`src/rtl/cdm_error_monitor.sv`:
```
// Error-distance monitor for an approximate multiplier under test.
// Accumulates sum/max/count of |a*b - r_approx| over a run of num_samples accepted samples.
module cdm_error_monitor #(
  parameter int unsigned W     = 16,
  parameter int unsigned CNT_W = 20
) (
  input  logic                   clk,
  input  logic                   rst_n,
  input  logic                   start,
  input  logic [CNT_W-1:0]       num_samples,
  input  logic                   in_valid,
  output logic                   in_ready,
  input  logic [W-1:0]           a,
  input  logic [W-1:0]           b,
  input  logic [2*W-1:0]         r_approx,
  output logic                   busy,
  output logic                   done,
  output logic [2*W+CNT_W-1:0]   sum_ed,
  output logic [2*W-1:0]         max_ed,
  output logic [CNT_W-1:0]       err_count
);

  localparam int unsigned P_W = 2 * W;
  localparam int unsigned S_W = 2 * W + CNT_W;

  typedef enum logic [1:0] {
    IDLE  = 2'd0,
    RUN   = 2'd1,
    DRAIN = 2'd2,
    DONE  = 2'd3
  } state_t;

  state_t           state;
  state_t           state_next;
  logic             run_start;
  logic             accept;
  logic             enter_done;

  logic [CNT_W-1:0] n_target;
  logic [CNT_W-1:0] acc_cnt;
  logic [CNT_W-1:0] acc_cnt_inc;

  logic             s1_valid;
  logic [P_W-1:0]   s1_exact;
  logic [P_W-1:0]   s1_r;
  logic [P_W-1:0]   ed;

  assign acc_cnt_inc = acc_cnt + CNT_W'(1);

  // Error distance of the sample currently held in stage 1
  assign ed = (s1_exact >= s1_r) ? (s1_exact - s1_r) : (s1_r - s1_exact);

  // Next-state and control decode
  always_comb begin
    state_next = state;
    run_start  = 1'b0;
    accept     = 1'b0;
    enter_done = 1'b0;
    unique case (state)
      IDLE, DONE: begin
        if (start) begin
          run_start = 1'b1;
          if (num_samples == '0) begin
            state_next = DONE;
            enter_done = 1'b1;
          end else begin
            state_next = RUN;
          end
        end
      end
      RUN: begin
        accept = in_valid && in_ready;
        if (accept && (acc_cnt_inc == n_target)) begin
          state_next = DRAIN;
        end
      end
      DRAIN: begin
        // Stay until stage 2 has absorbed the last sample
        if (!s1_valid) begin
          state_next = DONE;
          enter_done = 1'b1;
        end
      end
      default: state_next = IDLE;
    endcase
  end

  // State register and registered status outputs
  always_ff @(posedge clk or negedge rst_n) begin
    if (!rst_n) begin
      state    <= IDLE;
      in_ready <= 1'b0;
      busy     <= 1'b0;
      done     <= 1'b0;
    end else begin
      state    <= state_next;
      in_ready <= (state_next == RUN);
      busy     <= (state_next == RUN) || (state_next == DRAIN);
      done     <= enter_done;
    end
  end

  // Run length latch and accept counter
  always_ff @(posedge clk or negedge rst_n) begin
    if (!rst_n) begin
      n_target <= '0;
      acc_cnt  <= '0;
    end else if (run_start) begin
      n_target <= num_samples;
      acc_cnt  <= '0;
    end else if (accept) begin
      acc_cnt  <= acc_cnt_inc;
    end
  end

  // Stage 1: exact product and approximate product capture
  always_ff @(posedge clk or negedge rst_n) begin
    if (!rst_n) begin
      s1_valid <= 1'b0;
      s1_exact <= '0;
      s1_r     <= '0;
    end else begin
      s1_valid <= accept;
      if (accept) begin
        s1_exact <= P_W'(a) * P_W'(b);
        s1_r     <= r_approx;
      end
    end
  end

  // Stage 2: statistics update
  always_ff @(posedge clk or negedge rst_n) begin
    if (!rst_n) begin
      sum_ed    <= '0;
      max_ed    <= '0;
      err_count <= '0;
    end else if (run_start) begin
      sum_ed    <= '0;
      max_ed    <= '0;
      err_count <= '0;
    end else if (s1_valid) begin
      sum_ed    <= sum_ed + S_W'(ed);
      if (ed > max_ed) begin
        max_ed  <= ed;
      end
      err_count <= err_count + CNT_W'(ed != '0);
    end
  end

endmodule

```
`config.mk`:
```
export PLATFORM = sky130hd
export DESIGN_NAME = cdm_error_monitor
export DESIGN_NICKNAME = d
export VERILOG_FILES = /design/src/rtl/cdm_error_monitor.sv
export SDC_FILE = /design/constraint.sdc
export NUM_CORES = 1
export LEC_CHECK = 0
export ABC_AREA = 1
export CAP_MARGIN = 0
export CORE_MARGIN = 1.5
export CORE_UTILIZATION = 55
export DETAILED_ROUTE_END_ITERATION = 10
export GPL_TIMING_DRIVEN = 1
export PLACE_DENSITY_LB_ADDON = 0.2
export SYNTH_ARGS = -nofsm -noshare
export SYNTH_HDL_FRONTEND = slang
export SYNTH_SLANG_ARGS = --single-unit
export TNS_END_PERCENT = 20
```
`constraint.sdc`:
```
create_clock -name clk -period 4 [get_ports clk]
set_input_delay 1 -clock clk [delete_from_list [all_inputs] [get_ports clk]]
set_output_delay 1 -clock clk [all_outputs]
set_load 0.01 [all_outputs]
```
==> flow_summary.yaml <==
outcome:
  outcome: "finished with violations"
  violations: "DRC, setup timing"
logic_synthesis:
  synth-main-ff-cell: "dfrtp_1"
  synth_area_mm2: 0.0260
  ys_top_cells_by_count: "1,161 x nand2_1, 795 x inv_1, 241 x nor2_1"
  synthArstFlopShare: 1.00
  synth_cell_types: 55
  synth-seq-cells: 214
  yosys_warnings: 0
  avgSynthCellArea_um2: 6.80
  syn_inst: 3825
  synth_most_common_cell: "nand2_1"
  synth_area_leaders: "dfrtp_1 21%, nand2_1 17%, fa_1 15%"
  synth_top_area_cell: "dfrtp_1"
  yosysSeqAreaShare: 0.206
  yosysTopAreaCellShare: 0.206
  synth-edff-count: 0
  synth_nets: 4348
timing:
  holdWs_ns: 0.392
  drv_slew: 0
  maxSlewHeadroom: 0.394
  clock_skew_ns: 0.0238
  worst_pin_slew_ns: 0.909
  fin_ws_ns: -2.20
  setup_viol: 95
  layout_min_cycle_time_ns: 6.20
  tns_ns: -48.55
  fmax_ghz: 0.161
  post-route-period-util: 1.55
  hold_violations: 0
  rsz0062_at_grt: "yes"
floorplanning:
  die_h_um: 220
  rows: 79
  die-area_mm2: 0.0486
  coreArea_mm2: 0.0467
  initial_core_util: 0.557
  pin_count: 195
  die_w_um: 220
clock_network:
  root_buffer: "clkbuf_16"
  cts.clk_slew.worst_paths_ns: 0.06
  cts.sinks: 214
  clk_path_buf_depth: 3
  cts_tree: "built"
  clk_latency_ns: 0.58
  holdBufCountCts: 0
  htree_levels: 1
  cts_buffers: 26
placement:
  io_buffers: 194
  placed_cells: 5100
  gp_congestion: 0.982
  dp_hpwl_mm: 66.5
critical_path:
  required_ns: 4.45
  crit_type: "in -> reg"
  startpoint_type: "primary input"
  setup.worst_path.end_class: "flip-flop"
  r2r_cells: 32
  worstReg2RegStart: "s1_exact[29]"
  reg2reg_slack_ns: -0.30
  path_max_fanout: 6
  arrival_ns: 6.65
  r2r-end: "err_count[19]"
layout:
  nNetsFinal: 5128
  area_growth_pct: 39.8
  drive_gt1_frac: 0.252
  fill_cells: 3184
  stdcell_count: 5232
run:
  maxCapViolCount: 0
route:
  drt_pre_antenna_iters: 9
  initialDrtViolationCount: 2683
  totalWireLength_mm: 95.3
  antenna_left: 0
  wire_per_inst_um: 18.2
  vias_per_cell: 5.51
  remaining_drc_errors: 17
  num_vias: 28813
global_routing:
  grt_usage: 0.354
  grt_start_max_net_pins: 84
  grt_pass1_wl_mm: 137
  grt_pass1_vias: 27351
  grt_overflow: 0
  antenna_found_initial: 1
min_path:
  hold_path.class: "in -> async"
## layout make-up
type | instances | area, um^2 | area share
diodes | 1 | 2.50 | 0.0000688
clock buffers | 39 | 800 | 0.0220
clock inverters | 8 | 133 | 0.00365
inverters | 800 | 3010 | 0.0828
multi-input cells | 2695 | 18900 | 0.520
flip-flops and latches | 214 | 5360 | 0.147
well taps | 607 | 759 | 0.0209
repair buffers | 868 | 7390 | 0.203
## worst max-delay path, cell delays in order
cell and delay, ns:
buf_6 0.07, buf_8 0.14, buf_4 0.14, nand2_2 0.10, fa_1 0.65, fa_1 0.47, fa_2 0.56, inv_2 0.05
fa_2 0.45, fa_1 0.50, inv_1 0.07, fa_1 0.54, inv_2 0.06, ha_4 0.18, a21oi_4 0.21, inv_2 0.09
a31oi_4 0.16, nor2_1 0.08, nor2_1 0.21, inv_1 0.12, a21oi_2 0.15, o21bai_2 0.12, nand2_1 0.16, nand3_1 0.13
nand3_1 0.14, nand2_1 0.08
## per-layer routing
metal / vias up / share of wire / global-route usage
li1: 13385 / - / -
met1: 13360 / 0.38 / 0.444
met2: 1573 / 0.46 / 0.603
met3: 495 / 0.078 / 0.0433
met4: 0 / 0.078 / 0.177
met5: - / 0 / 0
## stage by stage
stage | worst slack [ns] | cell area, um^2 | utilization
CTS | -1.62 | 35400 | 0.758
global route | -2.31 | 36400 | 0.780
global placement | -2.51 | 33000 | 0.707
finish | -2.20 | 36400 | 0.780
detailed placement | -2.67 | 33000 | 0.707
floorplan | -1.90 | 26700 | -
## repair_timing
item | 4_1_cts | 5_1_grt
pin swaps | 124 | 89
gates resized for setup | 430 | 256
endpoints found under the hold margin | 0 | 0
cloned | 4 | 0
buffers inserted | 57 | 35
setup endpoints to repair | 114 | 116
## flip-flops by register name, summed over array words and instances, names as in the netlist
register   count
acc_cnt       20
done           1
s1_r          32
s1_valid       1
n_target      20
s1_exact      32
err_count     20
sum_ed        52
max_ed        32
in_ready       1
busy           1
state          2
## worst max-delay path by stage
| stage | to | slack, ns | from |
|---|---|---|---|
| floorplan | s1_exact[24] | -1.90 | a[5] |
| global placement | s1_exact[24] | -2.51 | b[5] |
| detailed placement | s1_exact[29] | -2.67 | b[5] |
| CTS | s1_exact[29] | -1.62 | b[4] |
| global route | s1_exact[26] | -2.31 | b[1] |
| finish | s1_exact[26] | -2.20 | b[1] |
## kinds of logic after synthesis
kind of cell,after synthesis,share of synthesized area
fa+ha+maj,435,0.266
buf+inv,916,0.134
flops,214,0.206
compound gates,508,0.107
xor+xnor,62,0.0214
simple gates,1690,0.265
## cell usage in the layout (no fill, tap or decap), drive strengths merged, types with 5 or more instances in the layout
cell and instances:
nand2 1167, clkinv 5, nor3 28, a31oi 12
o22ai 49, o21bai 14, buf 697, nor2 249
nand3 157, a21oi 182, nand4 41, a21o 9
o31ai 9, nor4 20, fa 197, o21a 10
inv 799, clkdlybuf4s15 5, xnor2 14, clkbuf 43
nand3b 9, ha 238, xor2 47, o21ai 205
dfrtp 214, clkdlybuf4s50 162, or2 14
Power is not shown: default switching activity piles up to over one toggle a cycle in this logic, so the estimate is an artifact.
